`src/rtl/motor_pkg.sv`:
```
`default_nettype none
// +----------------------------------------------------------------------+
// | Module  : motor_pkg                                                  |
// | Purpose : Shared definitions for the motor sequencer: the state      |
// |           encoding shown on the seven-segment display, the PWM width |
// |           size, and the duty-switch to compare-width decode.         |
// | Revision: 1.0  initial release                                       |
// +----------------------------------------------------------------------+
package motor_pkg;

  localparam int c_width = 20;

  typedef enum logic [2:0] {
    ST_IDLE  = 3'd0,
    ST_RAMP  = 3'd1,
    ST_RUN   = 3'd2,
    ST_COAST = 3'd3,
    ST_DEAD  = 3'd4,
    ST_FAULT = 3'd5
  } motor_state_t;

  localparam logic [c_width-1:0] c_duty_none = 20'd0;
  localparam logic [c_width-1:0] c_duty_b0   = 20'd262143;
  localparam logic [c_width-1:0] c_duty_b1   = 20'd393215;
  localparam logic [c_width-1:0] c_duty_b2   = 20'd524287;
  localparam logic [c_width-1:0] c_duty_b3   = 20'd655359;
  localparam logic [c_width-1:0] c_duty_b4   = 20'd786431;
  localparam logic [c_width-1:0] c_duty_b5   = 20'd917503;
  localparam logic [c_width-1:0] c_duty_b6   = 20'd1048575;

  // The highest closed switch wins; lower switches are ignored.
  function automatic logic [c_width-1:0] duty_to_width(input logic [6:0] sel);
    logic [c_width-1:0] w;
    if (sel[6])      w = c_duty_b6;
    else if (sel[5]) w = c_duty_b5;
    else if (sel[4]) w = c_duty_b4;
    else if (sel[3]) w = c_duty_b3;
    else if (sel[2]) w = c_duty_b2;
    else if (sel[1]) w = c_duty_b1;
    else if (sel[0]) w = c_duty_b0;
    else             w = c_duty_none;
    return w;
  endfunction

endpackage
`default_nettype wire

```
`src/rtl/motor_sequencer_ramp_tick.sv`:
```
`default_nettype none
// +----------------------------------------------------------------------+
// | Module  : ramp_tick                                                  |
// | Purpose : Divides the clock into one-cycle ramp ticks, one every     |
// |           RAMP_DIV clocks, counted from the last restart.            |
// | Ports   : clock   - clock                                            |
// |           reset   - synchronous reset, active low                    |
// |           restart - high in the first cycle of a new FSM state       |
// |           tick    - one-cycle pulse every RAMP_DIV clocks            |
// | Revision: 1.0  initial release                                       |
// +----------------------------------------------------------------------+
module ramp_tick #(
  parameter int unsigned RAMP_DIV = 4
) (
  input  logic clock,
  input  logic reset,
  input  logic restart,
  output logic tick
);

  localparam int c_cnt_w = (RAMP_DIV > 1) ? $clog2(RAMP_DIV) : 1;

  logic [c_cnt_w-1:0] r_cnt;
  logic [c_cnt_w-1:0] w_cnt_eff;

  // The first cycle of a new state counts as position 0, so the first tick
  // lands exactly RAMP_DIV clocks after the state was entered.
  assign w_cnt_eff = restart ? '0 : r_cnt;
  assign tick      = (w_cnt_eff == c_cnt_w'(RAMP_DIV - 1));

  always_ff @(posedge clock) begin
    if (!reset) begin
      r_cnt <= '0;
    end else if (tick) begin
      r_cnt <= '0;
    end else begin
      r_cnt <= w_cnt_eff + 1'b1;
    end
  end

endmodule
`default_nettype wire

```
`src/rtl/motor_sequencer.sv`:
```
`default_nettype none
// +----------------------------------------------------------------------+
// | Module  : motor_sequencer                                            |
// | Purpose : Soft-start / soft-stop motor PWM sequencer with dead time  |
// |           on direction reversal and latched overcurrent shutdown.    |
// | Ports   : clock, reset (sync, active low)                            |
// |           dir_req  - requested direction (0 fwd, 1 back)             |
// |           duty_sel - duty switches, highest set bit selects level    |
// |           cin,cin2 - asynchronous overcurrent comparators            |
// |           width    - registered PWM compare width                    |
// |           dir      - applied direction                               |
// |           pwm_en   - drive enable                                    |
// |           fault    - latched overcurrent indication                  |
// |           state    - current state code for the display              |
// | Revision: 1.0  initial release                                       |
// +----------------------------------------------------------------------+
module motor_sequencer
  import motor_pkg::*;
#(
  parameter int unsigned          RAMP_DIV    = 4,
  parameter logic [c_width-1:0]   RAMP_STEP   = 20'd65536,
  parameter int unsigned          DEAD_CYCLES = 8,
  parameter int unsigned          FAULT_HOLD  = 16
) (
  input  logic               clock,
  input  logic               reset,
  input  logic               dir_req,
  input  logic [6:0]         duty_sel,
  input  logic               cin,
  input  logic               cin2,
  output logic [c_width-1:0] width,
  output logic               dir,
  output logic               pwm_en,
  output logic               fault,
  output logic [2:0]         state
);

  localparam int c_dead_w = $clog2(DEAD_CYCLES + 1);
  localparam int c_hold_w = $clog2(FAULT_HOLD + 1);

  logic                r_cin_s1, r_cin_s2, r_cin2_s1, r_cin2_s2;
  logic                w_oc;
  logic [c_width-1:0]  w_target;
  logic                w_dir_mismatch;
  logic                w_stop;
  logic [c_width-1:0]  w_goal;
  logic [c_width:0]    w_sum;
  logic [c_width-1:0]  w_ramp_next;
  logic [c_width-1:0]  w_diff;
  logic [c_width-1:0]  w_coast_next;
  logic                w_restart;
  logic                w_tick;

  motor_state_t        r_state, r_state_d;
  logic [c_width-1:0]  r_width;
  logic                r_dir, r_pwm_en, r_fault;
  logic [c_dead_w-1:0] r_dead_cnt;
  logic [c_hold_w-1:0] r_hold_cnt;

  // Two-flop synchronizers for the asynchronous comparators.
  always_ff @(posedge clock) begin
    if (!reset) begin
      r_cin_s1  <= 1'b0;
      r_cin_s2  <= 1'b0;
      r_cin2_s1 <= 1'b0;
      r_cin2_s2 <= 1'b0;
    end else begin
      r_cin_s1  <= cin;
      r_cin_s2  <= r_cin_s1;
      r_cin2_s1 <= cin2;
      r_cin2_s2 <= r_cin2_s1;
    end
  end

  assign w_oc           = r_cin_s2 | r_cin2_s2;
  assign w_target       = duty_to_width(duty_sel);
  assign w_dir_mismatch = (dir_req != r_dir);
  // Any reason to wind the drive down: reversal, lower target, or a zero
  // target (even at width 0, so that RUN never idles with drive enabled).
  assign w_stop         = w_dir_mismatch || (w_target < r_width) || (w_target == '0);
  assign w_goal         = (w_dir_mismatch || (w_target == '0)) ? '0 : w_target;

  // Ramp up with a 21-bit sum so the last step saturates instead of wrapping.
  assign w_sum        = {1'b0, r_width} + {1'b0, RAMP_STEP};
  assign w_ramp_next  = (w_sum > {1'b0, w_target}) ? w_target : w_sum[c_width-1:0];
  // Ramp down stops at the goal; only used while width > goal.
  assign w_diff       = r_width - w_goal;
  assign w_coast_next = (w_diff > RAMP_STEP) ? (r_width - RAMP_STEP) : w_goal;

  assign w_restart = (r_state != r_state_d);

  ramp_tick #(
    .RAMP_DIV (RAMP_DIV)
  ) u_ramp_tick (
    .clock   (clock),
    .reset   (reset),
    .restart (w_restart),
    .tick    (w_tick)
  );

  always_ff @(posedge clock) begin
    if (!reset) begin
      r_state_d <= ST_IDLE;
    end else begin
      r_state_d <= r_state;
    end
  end

  always_ff @(posedge clock) begin
    if (!reset) begin
      r_state    <= ST_IDLE;
      r_width    <= '0;
      r_dir      <= 1'b0;
      r_pwm_en   <= 1'b0;
      r_fault    <= 1'b0;
      r_dead_cnt <= '0;
      r_hold_cnt <= '0;
    end else if (w_oc) begin
      r_state    <= ST_FAULT;
      r_width    <= '0;
      r_pwm_en   <= 1'b0;
      r_fault    <= 1'b1;
      r_dead_cnt <= '0;
      r_hold_cnt <= '0;
    end else begin
      case (r_state)
        ST_IDLE: begin
          r_width  <= '0;
          r_pwm_en <= 1'b0;
          if (w_target != '0) begin
            r_dir    <= dir_req;
            r_pwm_en <= 1'b1;
            r_state  <= ST_RAMP;
          end
        end
        ST_RAMP: begin
          if (w_stop) begin
            r_state <= ST_COAST;
          end else if (r_width == w_target) begin
            r_state <= ST_RUN;
          end else if (w_tick) begin
            r_width <= w_ramp_next;
          end
        end
        ST_RUN: begin
          if (w_stop) begin
            r_state <= ST_COAST;
          end else if (w_target > r_width) begin
            r_state <= ST_RAMP;
          end
        end
        ST_COAST: begin
          // A target raised above the current width ends the coast; RUN then
          // hands over to RAMP, so width never jumps upward here.
          if (r_width <= w_goal) begin
            r_dead_cnt <= '0;
            if (w_dir_mismatch) begin
              r_pwm_en <= 1'b0;
              r_state  <= ST_DEAD;
            end else if (w_goal == '0) begin
              r_pwm_en <= 1'b0;
              r_state  <= ST_IDLE;
            end else begin
              r_state <= ST_RUN;
            end
          end else if (w_tick) begin
            r_width <= w_coast_next;
          end
        end
        ST_DEAD: begin
          r_width  <= '0;
          r_pwm_en <= 1'b0;
          if (r_dead_cnt == c_dead_w'(DEAD_CYCLES - 1)) begin
            // Direction is taken as it stands at the end of the dead time.
            r_dead_cnt <= '0;
            r_dir      <= dir_req;
            if (w_target == '0) begin
              r_state <= ST_IDLE;
            end else begin
              r_pwm_en <= 1'b1;
              r_state  <= ST_RAMP;
            end
          end else begin
            r_dead_cnt <= r_dead_cnt + 1'b1;
          end
        end
        ST_FAULT: begin
          r_width  <= '0;
          r_pwm_en <= 1'b0;
          if (r_hold_cnt == c_hold_w'(FAULT_HOLD - 1)) begin
            r_hold_cnt <= '0;
            r_fault    <= 1'b0;
            r_state    <= ST_IDLE;
          end else begin
            r_hold_cnt <= r_hold_cnt + 1'b1;
          end
        end
        default: begin
          r_width  <= '0;
          r_pwm_en <= 1'b0;
          r_state  <= ST_IDLE;
        end
      endcase
    end
  end

  assign width  = r_width;
  assign dir    = r_dir;
  assign pwm_en = r_pwm_en;
  assign fault  = r_fault;
  assign state  = r_state;

endmodule
`default_nettype wire

```
`config.mk`:
```
export PLATFORM = sky130hd
export DESIGN_NAME = motor_sequencer
export DESIGN_NICKNAME = d
export VERILOG_FILES = /design/src/rtl/motor_pkg.sv /design/src/rtl/motor_sequencer_ramp_tick.sv /design/src/rtl/motor_sequencer.sv
export SDC_FILE = /design/constraint.sdc
export NUM_CORES = 1
export LEC_CHECK = 0
export CAP_MARGIN = 20
export CORE_UTILIZATION = 35
export CTS_BUF_LIST = sky130_fd_sc_hd__clkbuf_4
export CTS_CLUSTER_DIAMETER = 100
export DETAILED_ROUTE_END_ITERATION = 8
export SETUP_SLACK_MARGIN = 0.15
export SYNTH_ARGS = -nofsm -noshare
export SYNTH_HDL_FRONTEND = slang
export SYNTH_SLANG_ARGS = --single-unit
```
`constraint.sdc`:
```
create_clock -name clock -period 6.6 [get_ports clock]
set_clock_uncertainty 0.2 [all_clocks]
set_input_delay 0.99 -clock clock [delete_from_list [all_inputs] [get_ports clock]]
set_output_delay 0.99 -clock clock [all_outputs]
set_load 0.01 [all_outputs]
```
==> impl_metrics.env <==
export IMPL_drv_cap=0
export IMPL_syn_area_per_cell_um2=8.11
export IMPL_hp_class="reg -> reg"
export IMPL_clock_latency_ps=330
export IMPL_post_cts_buffers=0
export IMPL_portBuffers=37
export IMPL_fin_util_pct=42.0
export IMPL_r2r_setup_slack_ps=2490
export IMPL_worst_r2r_cell_count=11
export IMPL_first_global_vias=1919
export IMPL_start_util_pct=36.4
export IMPL_met3_usage_pct=3.68
export IMPL_finalCriticalPeriod_ps=5340
export IMPL_grt_max_degree=22
export IMPL_ys_flop_type="dfxtp_1"
export IMPL_die_area_um2=6940
export IMPL_r2r_end="width[17]"
export IMPL_pre_cts_slack_ps=949
export IMPL_die_height_um=83.3
export IMPL_slowest_stage="or4b_2"
export IMPL_max_stage_delay_ps=670
export IMPL_num_antenna_cells=0
export IMPL_worstPathRequired_ps=6640
export IMPL_synthCells=285
export IMPL_slew_headroom_pct=53.0
export IMPL_grtUsageMet1_pct=20.0
export IMPL_dpl_hpwl_um=4120
export IMPL_critPathLaunchType="input pin"
export IMPL_drc=0
export IMPL_place_congestion=0.847
export IMPL_cp_arrival_ps=5380
export IMPL_core_um2=6350
export IMPL_fin_crit_sh_pct=80.9
export IMPL_fin_setup_tns_ps=0
export IMPL_cts_repair_resized=0
export IMPL_holdPathStages=1
export IMPL_ios=38
export IMPL_avgRoutedWirePerCell_um=14.0
export IMPL_setup_viol=0
export IMPL_grt_util_all_layers_pct=16.0
export IMPL_crit_fanout=8
export IMPL_holdWs_ps=238
export IMPL_wirelength_um=5360
export IMPL_syn_to_final_growth_pct=15.5
export IMPL_first_pass_iters=4
export IMPL_ir_drop_uv=122
export IMPL_die_w_um=83.3
export IMPL_hold_end="r_cin2_s2"
export IMPL_drive_gt1_share_pct=6.56
export IMPL_hold_violations=0
export IMPL_cts_num_sinks=29
export IMPL_status="complete, no violations"
export IMPL_synth_top_area_cell="dfxtp_1"
export IMPL_hold_buffers=0
export IMPL_synth_fp_nets=320
export IMPL_clock_fmax_mhz=187
export IMPL_placedCellCount=376
export IMPL_grtUsageMet2_pct=27.2
export IMPL_synth_area_um2=2310
export IMPL_rsz0062_at_grt="false"
export IMPL_netlist_area_leader_share_pct=25.1
export IMPL_nFillCells=635
export IMPL_critPathKind="in -> reg"
export IMPL_num_vias=2090
export IMPL_drtIter0Drc=91
export IMPL_reg2reg_from="dir"
export IMPL_power_density_nw_per_um2=212
export IMPL_seq_area_frac_synth_pct=25.1
export IMPL_synthTopCellsByArea="dfxtp_1, ha_1, buf_4"
export IMPL_p_leak_uw=0.00111
export IMPL_min_from="r_cin2_s1"
export IMPL_vias_per_cell=5.47
export IMPL_final_cell_count_no_fill=382
export IMPL_ys_types=66
export IMPL_numCtsBuffers=5
export IMPL_top_usage_layer="met2"
export IMPL_antenna_found_initial=0
export IMPL_clk_path_buf_depth=2
export IMPL_rows=29
export IMPL_synth_edff_count=0
export IMPL_end_kind="register"
export IMPL_setup_ws_ps=1260
export IMPL_worstMarginPinSlew_ps=696
export IMPL_grt_remaining_overflow=0
export IMPL_nets=341
export IMPL_cts_tree="done"
export IMPL_path_clk_slew_ps=90
export IMPL_grt_pass1_wl_um=9000
export IMPL_clockRootBuffer="clkbuf_4"
export IMPL_ant_nets=0
export IMPL_synth_seq_cells=29
export IMPL_yosysWarnings=0
export IMPL_cp_startpoint="duty_sel[3]"
export IMPL_cts_max_level=2
export IMPL_maxSlewViolCount=0
export IMPL_async_reset_ff_share_pct=0
export IMPL_cp_cell_sequence="clkdlybuf4s50_1, or4_1, or4_4, and2_4, nand2_1, ha_1, and3b_1, a2111oi_0, o211a_1, or4b_2, o21ai_0, a21oi_1, a221oi_1"
## placed cells by master, fill, tap and decap left out, types with 7 or more instances in the layout
master,netlist,routed
clkdlybuf4s50_1,0,37
dfxtp_1,29,29
nor2_1,25,25
ha_1,23,23
nand2_1,21,21
a21oi_1,18,18
inv_1,14,14
nand3_1,12,12
and2_1,11,11
o21ai_0,11,11
nand2b_1,8,8
xor2_1,7,7
## kinds of logic after synthesis
kind of cell | after synthesis | synth area share (%)
buf+inv | 38 | 9.20
mux | 5 | 2.27
fa+ha+maj | 23 | 12.4
xor+xnor | 11 | 4.17
flops | 29 | 25.1
simple gates | 118 | 28.1
compound gates | 61 | 18.7
## worst max-delay path by stage
stage | end | slack [ps] | depth (start not counted)
2_1_floorplan | width[17] | 1670 | 14
3_3_place_gp | width[17] | 1070 | 13
3_5_place_dp | width[17] | 950 | 13
4_1_cts | width[17] | 1270 | 13
5_1_grt | width[17] | 1010 | 13
6_report | width[17] | 1260 | 13
## per-layer routing
layer  vias to the layer above  routed length [um]
li1                       1048                   -
met1                       953                2420
met2                        79                2490
met3                        10                 368
met4                         0                  79
met5                         -                   0
## sequential cells by signal, summed over array words and instances (netlist names)
register,count
r_cin2_s1,1
r_cin_s2,1
r_dead_cnt,4
r_hold_cnt,5
fault,1
r_cin2_s2,1
width,5
r_cin_s1,1
u_ramp_tick.r_cnt,2
pwm_en,1
state,3
r_state_d,3
dir,1
## report_power, final
group | switching [uW] | internal, uW | leakage [uW]
Combinational | 135 | 119 | 0.000843
Sequential | 26.0 | 190 | 0.000237
Clock | 59.8 | 36.8 | 0.0000269
## worst max-delay path: cells and delay by family
kind            cells  cell delay [ps]
fa+ha+maj           1              290
compound gates      5             1330
simple gates        6             2330
buf+inv             1              440
## through the flow
step | total power [uW] | instance area, um2
after global placement | 470 | 2630
after detailed placement | 473 | 2630
after CTS | 572 | 2670
after global routing | 610 | 2670
final | 567 | 2670
after floorplan | 399 | 2310
## area by class of cell
type	instances	area, um2	area share (%)
repair buffers	37	370	13.9
flip-flops and latches	29	581	21.7
inverters	15	61.3	2.30
clock buffers	5	37.5	1.41
multi-input cells	218	1520	56.9
clock inverters	1	5.00	0.187
well taps	77	96.3	3.61
## synth_stat cells, drive strengths merged, types with 2 or more instances
library cell and n:
nor3 6, xor2 7, xnor2 4, and3 3, a2111oi 2, a211o 2, nand3 12, buf 18
a21oi 19, a221oi 2, nand2 21, or3 2, mux2i 3, a22oi 2, clkbuf 5, nand4 3
and2 13, nand2b 8, dfxtp 29, mux2 2, o21ai 11, a21boi 2, nand3b 5, and3b 2
o21a 2, a311oi 2, nor3b 3, ha 23, nor2 25, o31ai 2, a31oi 2, nor2b 4
inv 14, or4 3
Power figures use the tool's default switching activity.
